`src/rtl/expr_operand_sequencer_pkg.sv`:
```
// Shared types, sizes and operand field geometry for the expression operand sequencer.
package expr_seq_pkg;

    localparam int Y_W   = 90;
    localparam int OPS_W = 60;
    localparam int N_OPS = 12;

    typedef enum logic [1:0] {
        ST_LOAD  = 2'd0,
        ST_EVAL  = 2'd1,
        ST_DRAIN = 2'd2
    } state_e;

    // Field widths repeat 4,5,6 for a0..a5 then b0..b5.
    function automatic int W(input int k);
        return 4 + (k % 3);
    endfunction

    // LSB position of field k in core_ops; field 0 sits at the MSB end.
    function automatic int OFF(input int k);
        int prefix;
        prefix = 15 * (k / 3) + ((k % 3 == 0) ? 0 : ((k % 3 == 1) ? 4 : 9));
        return OPS_W - prefix - W(k);
    endfunction

endpackage

```
`src/rtl/expr_operand_sequencer_if.sv`:
```
// Operand stream, core and result stream bundle; slave is the sequencer side.
interface expr_seq_if #(
    parameter int OUT_W = 18
);
    logic                              in_valid;
    logic                              in_ready;
    logic [5:0]                        in_data;
    logic                              in_last;
    logic [expr_seq_pkg::OPS_W-1:0]    core_ops;
    logic                              core_launch;
    logic [expr_seq_pkg::Y_W-1:0]      core_y;
    logic                              out_valid;
    logic                              out_ready;
    logic [OUT_W-1:0]                  out_data;
    logic                              out_last;
    logic [3:0]                        out_tag;
    logic                              busy;
    logic                              err_frame;

    modport slave (
        input  in_valid, in_data, in_last, core_y, out_ready,
        output in_ready, core_ops, core_launch, out_valid, out_data,
               out_last, out_tag, busy, err_frame
    );

    modport master (
        output in_valid, in_data, in_last, core_y, out_ready,
        input  in_ready, core_ops, core_launch, out_valid, out_data,
               out_last, out_tag, busy, err_frame
    );
endinterface

```
`src/rtl/expr_seq_unpacker.sv`:
```
// Beat index, operand field capture and short-frame detection.
module expr_seq_unpacker
    import expr_seq_pkg::*;
(
    input  logic             clk,
    input  logic             rst_n,
    input  logic             load_en_i,
    input  logic             in_valid_i,
    input  logic [5:0]       in_data_i,
    input  logic             in_last_i,
    output logic [OPS_W-1:0] ops_o,
    output logic             frame_done_o,
    output logic             err_frame_o
);

    logic [3:0]       k_q;
    logic [OPS_W-1:0] ops_q;
    logic [OPS_W-1:0] ops_d;
    logic             err_q;
    logic             accept;
    logic             at_end;

    assign accept       = load_en_i && in_valid_i;
    assign at_end       = (k_q == 4'(N_OPS - 1));
    assign frame_done_o = accept && at_end;
    assign ops_o        = ops_q;
    assign err_frame_o  = err_q;

    // Only the low W(k) bits of a beat land in its field; upper bits are dropped.
    generate
        for (genvar gi = 0; gi < N_OPS; gi++) begin : g_field
            localparam int FW = W(gi);
            localparam int FO = OFF(gi);
            assign ops_d[FO +: FW] = (accept && k_q == 4'(gi)) ? in_data_i[FW-1:0]
                                                               : ops_q[FO +: FW];
        end
    endgenerate

    always_ff @(posedge clk or negedge rst_n) begin
        if (!rst_n) begin
            k_q   <= '0;
            ops_q <= '0;
            err_q <= 1'b0;
        end else begin
            ops_q <= ops_d;
            err_q <= accept && in_last_i && !at_end;
            if (accept) begin
                k_q <= (at_end || in_last_i) ? 4'd0 : k_q + 4'd1;
            end
        end
    end

endmodule

```
`src/rtl/expr_operand_sequencer.sv`:
```
// Collects twelve operands, waits for the expression core, then streams its result out.
module expr_operand_sequencer
    import expr_seq_pkg::*;
#(
    parameter int OUT_W       = 18,
    parameter int EVAL_CYCLES = 1
) (
    input  logic       clk,
    input  logic       rst_n,
    expr_seq_if.slave  bus
);

    localparam int         N_CHUNK    = Y_W / OUT_W;
    localparam logic [3:0] EVAL_LAST  = 4'(EVAL_CYCLES - 1);
    localparam logic [3:0] CHUNK_LAST = 4'(N_CHUNK - 1);
    localparam logic [3:0] CHUNK_PEN  = 4'(N_CHUNK - 2);

    state_e           state_q;
    logic             run_q;
    logic [3:0]       cnt_q;
    logic [3:0]       chunk_q;
    logic [Y_W-1:0]   res_q;
    logic [3:0]       tag_q;
    logic             launch_q;
    logic             last_q;
    logic             busy_q;
    logic             load_en;
    logic             frame_done;
    logic             out_hs;
    logic [OPS_W-1:0] ops;
    logic             err_frame;

    // run_q keeps in_ready low until the first edge after reset release.
    assign load_en       = run_q && (state_q == ST_LOAD);
    assign bus.in_ready  = load_en;
    assign bus.out_valid = (state_q == ST_DRAIN);
    assign out_hs        = bus.out_valid && bus.out_ready;

    assign bus.core_ops    = ops;
    assign bus.core_launch = launch_q;
    assign bus.out_data    = res_q[Y_W-1 -: OUT_W];
    assign bus.out_last    = last_q;
    assign bus.out_tag     = tag_q;
    assign bus.busy        = busy_q;
    assign bus.err_frame   = err_frame;

    expr_seq_unpacker u_unpacker (
        .clk          (clk),
        .rst_n        (rst_n),
        .load_en_i    (load_en),
        .in_valid_i   (bus.in_valid),
        .in_data_i    (bus.in_data),
        .in_last_i    (bus.in_last),
        .ops_o        (ops),
        .frame_done_o (frame_done),
        .err_frame_o  (err_frame)
    );

    always_ff @(posedge clk or negedge rst_n) begin
        if (!rst_n) begin
            state_q  <= ST_LOAD;
            run_q    <= 1'b0;
            cnt_q    <= '0;
            chunk_q  <= '0;
            res_q    <= '0;
            tag_q    <= '0;
            launch_q <= 1'b0;
            last_q   <= 1'b0;
            busy_q   <= 1'b0;
        end else begin
            run_q    <= 1'b1;
            launch_q <= 1'b0;
            case (state_q)
                ST_LOAD: begin
                    if (frame_done) begin
                        state_q  <= ST_EVAL;
                        launch_q <= 1'b1;
                        busy_q   <= 1'b1;
                        cnt_q    <= '0;
                    end
                end
                ST_EVAL: begin
                    if (cnt_q == EVAL_LAST) begin
                        state_q <= ST_DRAIN;
                        res_q   <= bus.core_y;
                        chunk_q <= '0;
                        last_q  <= (N_CHUNK == 1);
                    end else begin
                        cnt_q <= cnt_q + 4'd1;
                    end
                end
                ST_DRAIN: begin
                    if (out_hs) begin
                        res_q <= res_q << OUT_W;
                        if (chunk_q == CHUNK_LAST) begin
                            state_q <= ST_LOAD;
                            busy_q  <= 1'b0;
                            last_q  <= 1'b0;
                            chunk_q <= '0;
                            tag_q   <= tag_q + 4'd1;
                        end else begin
                            chunk_q <= chunk_q + 4'd1;
                            last_q  <= (chunk_q == CHUNK_PEN);
                        end
                    end
                end
                default: state_q <= ST_LOAD;
            endcase
        end
    end

endmodule

```
`src/flat_wrapper.sv`:
```
// flat-port wrapper written by rule: the top's interface ports become plain ports
module expr_operand_sequencer_flat import expr_seq_pkg::*;
#(
    parameter int OUT_W       = 18,
    parameter int EVAL_CYCLES = 1
)
  (clk, rst_n, bus_in_valid, bus_in_data, bus_in_last, bus_core_y, bus_out_ready, bus_in_ready, bus_core_ops, bus_core_launch, bus_out_valid, bus_out_data, bus_out_last, bus_out_tag, bus_busy, bus_err_frame);
  expr_seq_if #(.OUT_W(OUT_W)) bus_i ();
  input  logic clk;
  input  logic rst_n;
  input wire logic [$bits(bus_i.in_valid)-1:0] bus_in_valid;
  input wire logic [$bits(bus_i.in_data)-1:0] bus_in_data;
  input wire logic [$bits(bus_i.in_last)-1:0] bus_in_last;
  input wire logic [$bits(bus_i.core_y)-1:0] bus_core_y;
  input wire logic [$bits(bus_i.out_ready)-1:0] bus_out_ready;
  output wire logic [$bits(bus_i.in_ready)-1:0] bus_in_ready;
  output wire logic [$bits(bus_i.core_ops)-1:0] bus_core_ops;
  output wire logic [$bits(bus_i.core_launch)-1:0] bus_core_launch;
  output wire logic [$bits(bus_i.out_valid)-1:0] bus_out_valid;
  output wire logic [$bits(bus_i.out_data)-1:0] bus_out_data;
  output wire logic [$bits(bus_i.out_last)-1:0] bus_out_last;
  output wire logic [$bits(bus_i.out_tag)-1:0] bus_out_tag;
  output wire logic [$bits(bus_i.busy)-1:0] bus_busy;
  output wire logic [$bits(bus_i.err_frame)-1:0] bus_err_frame;
  assign bus_i.in_valid = bus_in_valid;
  assign bus_i.in_data = bus_in_data;
  assign bus_i.in_last = bus_in_last;
  assign bus_i.core_y = bus_core_y;
  assign bus_i.out_ready = bus_out_ready;
  assign bus_in_ready = bus_i.in_ready;
  assign bus_core_ops = bus_i.core_ops;
  assign bus_core_launch = bus_i.core_launch;
  assign bus_out_valid = bus_i.out_valid;
  assign bus_out_data = bus_i.out_data;
  assign bus_out_last = bus_i.out_last;
  assign bus_out_tag = bus_i.out_tag;
  assign bus_busy = bus_i.busy;
  assign bus_err_frame = bus_i.err_frame;
  expr_operand_sequencer #(.OUT_W(OUT_W), .EVAL_CYCLES(EVAL_CYCLES)) u_core (.clk(clk), .rst_n(rst_n), .bus(bus_i));
endmodule
```
`config.mk`:
```
export PLATFORM = sky130hd
export DESIGN_NAME = expr_operand_sequencer_flat
export DESIGN_NICKNAME = d
export VERILOG_FILES = /design/src/rtl/expr_operand_sequencer_pkg.sv /design/src/rtl/expr_operand_sequencer_if.sv /design/src/rtl/expr_seq_unpacker.sv /design/src/rtl/expr_operand_sequencer.sv /design/src/flat_wrapper.sv
export SDC_FILE = /design/constraint.sdc
export NUM_CORES = 1
export LEC_CHECK = 0
export CORE_ASPECT_RATIO = 0.6
export CORE_MARGIN = 2
export CORE_UTILIZATION = 45
export CTS_BUF_LIST = sky130_fd_sc_hd__clkbuf_16
export CTS_CLUSTER_SIZE = 12
export DETAILED_ROUTE_END_ITERATION = 16
export PLACE_DENSITY = 0.73
export SLEW_MARGIN = 20
export SYNTH_ARGS = -nofsm -noshare
export SYNTH_HDL_FRONTEND = slang
export SYNTH_SLANG_ARGS = --single-unit
```
`constraint.sdc`:
```
create_clock -name clk -period 2.2 [get_ports clk]
set_input_delay 0.44 -clock clk [delete_from_list [all_inputs] [get_ports clk]]
set_output_delay 0.44 -clock clk [all_outputs]
set_load 0.02 [all_outputs]
```
Word-level counts from Yosys, hierarchy flattened
Cells that the tools add are included.

Flip-flop bits (word level): 173. Word-level logic and storage cells: 103. Input bits: 101.

Add/subtract/negate cells: 4. Mux-type cells: 26. Equal/unequal tests: 20. Reduce and logical (&&, ||, !) cells: 30.

Operators by type and width (number): 90-bit two-way mux (2); 90-bit one-hot mux with 2 select lines (1); 4-bit two-way mux (6); 4-bit by 3-bit equality test with 1-bit output (second input constant) (5); 1-bit logical AND (17); 4-bit by 1-bit adder with 4-bit output (second input constant) (4); 4-bit equality test (second input constant) (4); 4-bit one-hot mux with 2 select lines (2); 4-bit by 2-bit equality test with 1-bit output (second input constant) (3); 3-bit AND reduction (3); 4-bit zero test (2); 1-bit two-way mux (8); 2-bit two-way mux (4); 4-bit AND reduction (2); 2-bit inequality test (second input constant) (3); 2-bit one-hot mux with 3 select lines (1); 2-bit nonzero test (3); 4-bit by 1-bit equality test with 1-bit output (second input constant) (1); 2-bit by 1-bit inequality test with 1-bit output (second input constant) (2); 1-bit one-hot mux with 2 select lines (2); 2-bit by 1-bit equality test with 1-bit output (second input constant) (1); 2-bit equality test (second input constant) (1); 2-bit zero test (1); 1-bit zero test (1); 1-bit logical OR (1).

Depth between registers and ports, before layout
Gate-level depths: netlist of the first run.

Word-level depth: 6. Depth in mapped cells: 8.

By module
Synthesis of the first run repeated with hierarchy kept, for this count alone.

Cell total of the unflattened synthesis: 557. Area total of the unflattened synthesis: 8080.2 um^2.

By module, submodules not included: expr_operand_sequencer (sequential area each 2702.6 um^2, times used 1, area each 5397.7 um^2, cells an instance 379); expr_seq_unpacker (sequential area each 1626.6 um^2, times used 1, area each 2682.6 um^2, cells an instance 178).

Least setup slack after synthesis of the first run
No wires, ideal clock.

Kind: register -> register. Start: register u_core.cnt_q[0]. End: register u_core.chunk_q[2]. Arrival time: 1.633 ns. Stages on the path, launching flop included: 9. Buffers on the path: 2. Data required time: 2.078 ns. Setup slack: 0.446 ns. Library setup time: 0.122 ns. Cells stage by stage: dfrtp_1 > inv_1 > ha_1 > nor3b_1 > a22oi_4 > buf_4 > buf_4 > o21bai_1 > o2bb2ai_1.

Longest elaborated chain between the ends: 3.

RTL lines: start, declared (RTL line expr_operand_sequencer.sv:20) `logic [3:0] cnt_q;`; start signal, assigned (RTL line expr_operand_sequencer.sv:89) `cnt_q <= cnt_q + 4'd1;`; 4-bit zero test (RTL line expr_operand_sequencer.sv:83) `if (cnt_q == EVAL_LAST) begin`; 2-bit by 1-bit inequality test with 1-bit output (no line); 3-bit AND reduction (no line); end signal, assigned (RTL line expr_operand_sequencer.sv:102) `chunk_q <= chunk_q + 4'd1;`; end, declared (RTL line expr_operand_sequencer.sv:21) `logic [3:0] chunk_q;`.

Every way passes these cells. A chain may end at the register's enable or synchronous reset.

Worst setup path after layout of the first run
Start: register u_core.cnt_q[1]. End: register u_core.chunk_q[3].

Same word-level chain as after synthesis.

==> impl_metrics.tcl, run 1 <==
set metrics [dict create \
    cp_top_family "simple AND/OR/NAND/NOR gates" \
    synth_ff_type "dfrtp_1" \
    postRouteAntennaNets 0 \
    ys_warn_count 0 \
    ys_seq_elements 173 \
    nets 899 \
    powerDensity_nw_per_um2 869 \
    area_growth_pct 34.8 \
    diodes 0 \
    hold_path_class "reg -> reg" \
    post_dp_cell_area_sq_um 9540 \
    syn_nets 733 \
    ys_seq_area_share_pct 57.8 \
    synth_edf_count 0 \
    power.total_mw 8.78 \
    wl_per_cell_microns 17.0 \
    worst_slew_pin_slew_ns 0.630 \
    yosys-top-cells-count "dfrtp_1, nand2_1, o21ai_0, mux2i_1, mux2_2" \
    grt_max_degree 99 \
    worstPathMaxFanout 8 \
    cpPeakStageDelay_ns 0.54 \
    finalCritPeriodShare_pct 88.0 \
    synth_top_area_share_pct 57.8 \
    grt_overflow 0 \
    worstSetupStartpointType "register" \
    hold_viol 0 \
    cts_setup_buffers 0 \
    grt_usage_pct 20.7 \
    pin_count 189 \
    ys_top_cells_by_area "dfrtp_1, mux2i_1, mux2_2, o21ai_0, nand2_1" \
    clock-sinks 173 \
    cts_tree "built" \
    initial_core_util_pct 46.1 \
    synthCells 623 \
    path_class "reg -> reg" \
    outcome "finished, final reports clean" \
    worst_setup_path_end_kind "register" \
    dieArea_sq_um 17700 \
    rsz0062_at_grt "no" \
    critPathSlowestCell "or4_1" \
    path_clk_slew_ns 0.06 \
    holdWs_ns 0.478 \
    die_h_microns 104 \
    clkLatencyLatePin_ns 0.42 \
    pre_cts_ws_ns -0.0157 \
    htreeDepth 4 \
    critical_path_required_ns 2.56 \
    postLayoutCellArea_sq_um 10100 \
    grt_pass1_wl_microns 28500 \
    postRouteWirelength_microns 17500 \
    post-dp-hpwl_microns 12500 \
    synth.most_common_cell "dfrtp_1" \
    fmax_mhz 517 \
    drt_iter0_drc 285 \
    die_width_microns 171 \
    drt_first_pass_iters 4 \
    clockRootBuffer "clkbuf_16" \
    synth_area_leader_cell "dfrtp_1" \
    power_leakage_nw 4.43 \
    tns_ns 0 \
    antenna_found_initial 0 \
    drv_slew 0 \
    crit_chain "inv_1 > ha_1 > nor3b_1 > a22oi_4 > or4_1 > nand3_1" \
    synthArstFlopShare_pct 100 \
    ys_types 38 \
    ir_worst_vdd_v 0.000728 \
    worstPathArrival_ns 2.29 \
    max_cap_viol_count 0 \
    vias 5138 \
    row_count 36 \
    avgSynthCellArea_sq_um 12.0 \
    core_sq_um 16300 \
    synth_area_sq_um 7490 \
    layout-drive-gt1-share_pct 13.9 \
    port_buffers 188 \
    drc 0 \
    placed_cells 997 \
    period_needed_ns 1.93 \
    stdcell_count 1028 \
    grt_pass1_vias 5326 \
    gp_congestion 0.807 \
    slew_headroom_pct 57.9 \
    finClkSkew_ns 0.0124 \
    setup_viol 0 \
    clk_path_buf_depth 2 \
    worst_slack_ns 0.265 \
    vias_per_cell 5.00 \
    cts_made_buffers 17 \
    final_util_pct 62.1 \
    path_buf_inv 1 \
]
layout make-up:
class                      count  area, sq um
clock buffer                  17          425
multi-input combinational    384         2810
tap                          228          285
clock inverter                13          128
fill                        1276         6160
inverter                       8         30.0
sequential                   173         4330
timing repair buffer         205         2100
cells by family after synthesis:
| logic type | after synthesis | synth area share [%] |
|---|---|---|
| compound gates | 106 | 8.51 |
| buf+inv | 66 | 4.89 |
| fa+ha+maj | 9 | 1.50 |
| simple gates | 129 | 7.78 |
| mux | 134 | 18.9 |
| flops | 173 | 57.8 |
| other cells | 1 | 0.0500 |
| xor+xnor | 5 | 0.584 |
cells in the final DEF, fill, tap and decap left out, drive strengths merged, types with 3 or more instances in the layout:
cell type      netlist  routed
nand3b               3       3
nor2                 8       8
inv                  8      10
dfrtp              173     173
ha                   9       9
xor2                 3       3
mux2i               73      73
nand3                6       6
nor3b                3       3
mux2                61      61
clkinv               0       7
a21o                 4       4
clkbuf              13      17
nor3                 3       3
clkdlybuf4s50        0     185
nand2               92      92
o21ai               78      78
and3                 4       4
buf                 45      17
a22o                18      18
where the power goes:
group	total [mW]	leakage, nW	internal [mW]	switching (mW)
clock network	2.87	0.271	1.65	1.22
logic	2.06	1.83	1.10	0.963
registers	3.85	2.34	3.58	0.273
flip-flops by register name, indices dropped and copies added (netlist names), 2 cells and up:
register                 count
u_core.bus.out_tag           4
u_core.u_unpacker.k_q        4
u_core.state_q               2
u_core.res_q                90
u_core.cnt_q                 4
u_core.chunk_q               4
u_core.u_unpacker.ops_o     60
worst register-to-register path: stages (launching register included):
cell,delay [ns]
dfrtp_1,0.40
inv_1,0.10
ha_1,0.18
nor3b_1,0.39
a22oi_4,0.18
or4_1,0.54
nand3_1,0.09
layer usage:
metal,up-vias,GRT usage (%),part of all wire (%)
li1,2476,-,-
met1,2535,28.9,47
met2,109,31.5,47
met3,18,5.10,4.7
met4,0,7.14,1.6
met5,-,0,0
timing repair:
| action | 4_1_cts | 5_1_grt |
|---|---|---|
| hold buffers | 1 | 0 |
| hold endpoints to repair | 19 | 0 |
| endpoints found under the setup margin | 2 | 0 |
| resized for setup | 2 | 0 |
final timing paths:
check / start / to / slack, ns / depth (start not counted)
setup / recovery: u_core.cnt_q[1] / u_core.chunk_q[3] / 0.27 / 6
min in group asynchronous: rst_n / u_core.res_q[82] / 0.52 / 2
max in group asynchronous: rst_n / u_core.u_unpacker.ops_o[6] / 1.01 / 3
hold / removal: u_core.res_q[42] / u_core.res_q[42] / 0.48 / 2
setup reg to reg: u_core.cnt_q[1] / u_core.chunk_q[3] / 0.27 / 6
hold reg to reg: u_core.res_q[42] / u_core.res_q[42] / 0.48 / 2
Power figures use the tool's default switching activity.
==> run 2, diff against run 1 <==
--- a/config.mk
+++ b/config.mk
@@ -11,7 +11,9 @@
 export CTS_BUF_LIST = sky130_fd_sc_hd__clkbuf_16
 export CTS_CLUSTER_SIZE = 12
 export DETAILED_ROUTE_END_ITERATION = 16
-export PLACE_DENSITY = 0.73
+export DONT_BUFFER_PORTS = 1
+export HOLD_SLACK_MARGIN = 0.06
+export PLACE_DENSITY = 0.59
 export SLEW_MARGIN = 20
 export SYNTH_ARGS = -nofsm -noshare
 export SYNTH_HDL_FRONTEND = slang
==> constraint.sdc (replaced) <==
create_clock -name clk -period 2.2 [get_ports clk]
set_input_delay 0.33 -clock clk [delete_from_list [all_inputs] [get_ports clk]]
set_output_delay 0.33 -clock clk [all_outputs]
set_load 0.02 [all_outputs]
==> impl_metrics.tcl, run 2 (same netlist as run 1, synthesis figures left out) <==
set metrics [dict create \
    die_width_microns 171 \
    gp_congestion 0.749 \
    fmax_mhz 474 \
    antenna_found_initial 0 \
    ir_worst_vdd_v 0.000687 \
    drc 0 \
    vias 4605 \
    cpPeakStageDelay_ns 0.34 \
    crit_top_cell "buf_12" \
    worst_slack_ns 0.0886 \
    worstSetupStartpointType "register" \
    path_clk_slew_ns 0.07 \
    worstPathMaxFanout 39 \
    die_h_microns 104 \
    powerDensity_nw_per_um2 957 \
    largest_register_ffs 90 \
    r2r_setup_slack_ns 0.18 \
    violations "negative hold slack" \
    post_dp_cell_area_sq_um 7560 \
    startpoint "u_core.state_q[1]" \
    core_sq_um 16300 \
    pre_cts_ws_ns 0.189 \
    hold_buffers 26 \
    grt_pass1_vias 4761 \
    critPathSlowestCell "dfrtp_1" \
    grt_pass1_wl_microns 26900 \
    clk_path_buf_depth 2 \
    worstPathArrival_ns 1.78 \
    rsz0062_at_grt "no" \
    vias_per_cell 5.34 \
    row_count 36 \
    grt_overflow 0 \
    power_leakage_nw 3.81 \
    crit_chain "buf_4 > nor2b_4 > buf_12 > buf_12" \
    critical_path_required_ns 1.87 \
    post-dp-hpwl_microns 11100 \
    final_cell_mix "dfrtp_1, nand2_1, o21ai_0" \
    path_class "reg -> out" \
    wl_per_cell_microns 19.6 \
    max_cap_viol_count 0 \
    drt_iter0_drc 282 \
    drt_first_pass_iters 4 \
    cts_made_buffers 17 \
    tns_ns 0 \
    period_needed_ns 2.11 \
    postRouteWirelength_microns 16900 \
    clkLatencyLatePin_ns 0.44 \
    diodes 0 \
    drv_slew 0 \
    grt_usage_pct 19.6 \
    rr_worst_depth 6 \
    hold_viol 173 \
    finalCritPeriodShare_pct 96.0 \
    clock-sinks 173 \
    port_buffers 0 \
    slew_headroom_pct 61.5 \
    layout-drive-gt1-share_pct 17.5 \
    area_growth_pct 12.7 \
    postRouteAntennaNets 0 \
    r2r_start "u_core.cnt_q[0]" \
    htreeDepth 4 \
    holdWs_ns -0.418 \
    hold_path_class "in -> async" \
    num-fill-cells 1429 \
    nets 731 \
    outcome "finished with violations" \
    grt_max_degree 174 \
    setup_viol 0 \
    clockRootBuffer "clkbuf_16" \
    initial_core_util_pct 46.1 \
    finClkSkew_ns 0.0108 \
    crit_end "bus_out_valid" \
    regMostFlops "u_core.res_q" \
    pin_count 189 \
    worst_setup_path_end_kind "primary output" \
    postLayoutCellArea_sq_um 8450 \
    mostFrequentLayoutCell "dfrtp_1" \
    cts_tree "built" \
    dieArea_sq_um 17700 \
    worst_slew_pin_slew_ns 0.578 \
    rr_endpoint "u_core.res_q[55]" \
]
-- run 2: cell count changes in the layout (fill, tap and decap cells not counted), moves of 2 or more --
cell             previous run  this run
clkdlybuf4s50_1           185         0
dlygate4sd3_1               1        26
buf_12                      7         2
clkinv_2                    3         0
clkinv_8                    0         3
inv_6                       1         4
buf_4                       9         7
clkinv_1                    2         0
dlygate4sd2_1               2         0
inv_8                       0         2
-- run 2: timing repair --
| action | CTS | global route |
|---|---|---|
| hold endpoints to repair | 254 | 173 |
| endpoints found under the setup margin | 0 | 19 |
| buffers inserted | 0 | 0 |
| gates resized for setup | 0 | 3 |
-- run 2: metrics by stage --
step	utilization, %	total power [mW]	instances	hold slack (ns)
after floorplan	-	4.81	623	0.0344
after global placement	46.5	4.98	803	0.0379
after detailed placement	46.5	5.03	803	0.0370
after CTS	51.8	8.15	861	-0.437
after global routing	52.0	8.42	862	-0.444
final	52.0	8.08	862	-0.418
-- run 2: where the power goes --
group | internal, mW | switching [mW]
Clock | 1.62 | 1.42
Combinational | 0.410 | 0.287
Sequential | 3.57 | 0.769
Total | 5.60 | 2.48
-- run 2: critical path, delay by kind of cell (launching register included) --
kind / cells / cell delay, ns
AND/OR/NAND/NOR: 1 / 0.20
flip-flops: 1 / 0.34
buffers and inverters: 3 / 0.71
-- run 2: worst min-delay path by stage --
stage	to	slack, ns	cells past startpoint
after floorplan	u_core.bus.busy	0.03	0
after global placement	u_core.res_q[81]	0.04	0
after detailed placement	u_core.res_q[63]	0.04	0
after CTS	u_core.res_q[63]	-0.44	0
after global routing	u_core.res_q[63]	-0.44	0
final	u_core.res_q[63]	-0.42	0
-- run 2: per-layer routing --
| metal | share of wire (%) | global-route usage, % | up-vias | wire (microns) |
|---|---|---|---|---|
| met5 | 0 | 0 | - | 0 |
| met4 | 1.3 | 6.65 | 0 | 221 |
| met3 | 6.9 | 6.70 | 17 | 1170 |
| met2 | 43 | 27.7 | 120 | 7310 |
| met1 | 48 | 28.1 | 2327 | 8180 |
| li1 | - | - | 2141 | - |
-- run 2: cell type report --
type	count	area, sq um	area share (%)
flip-flops and latches	173	4330	51.2
clock buffers	17	425	5.04
inverters	8	30.0	0.355
repair buffers	37	389	4.61
clock inverters	15	178	2.10
multi-input cells	384	2810	33.3
well taps	228	285	3.38
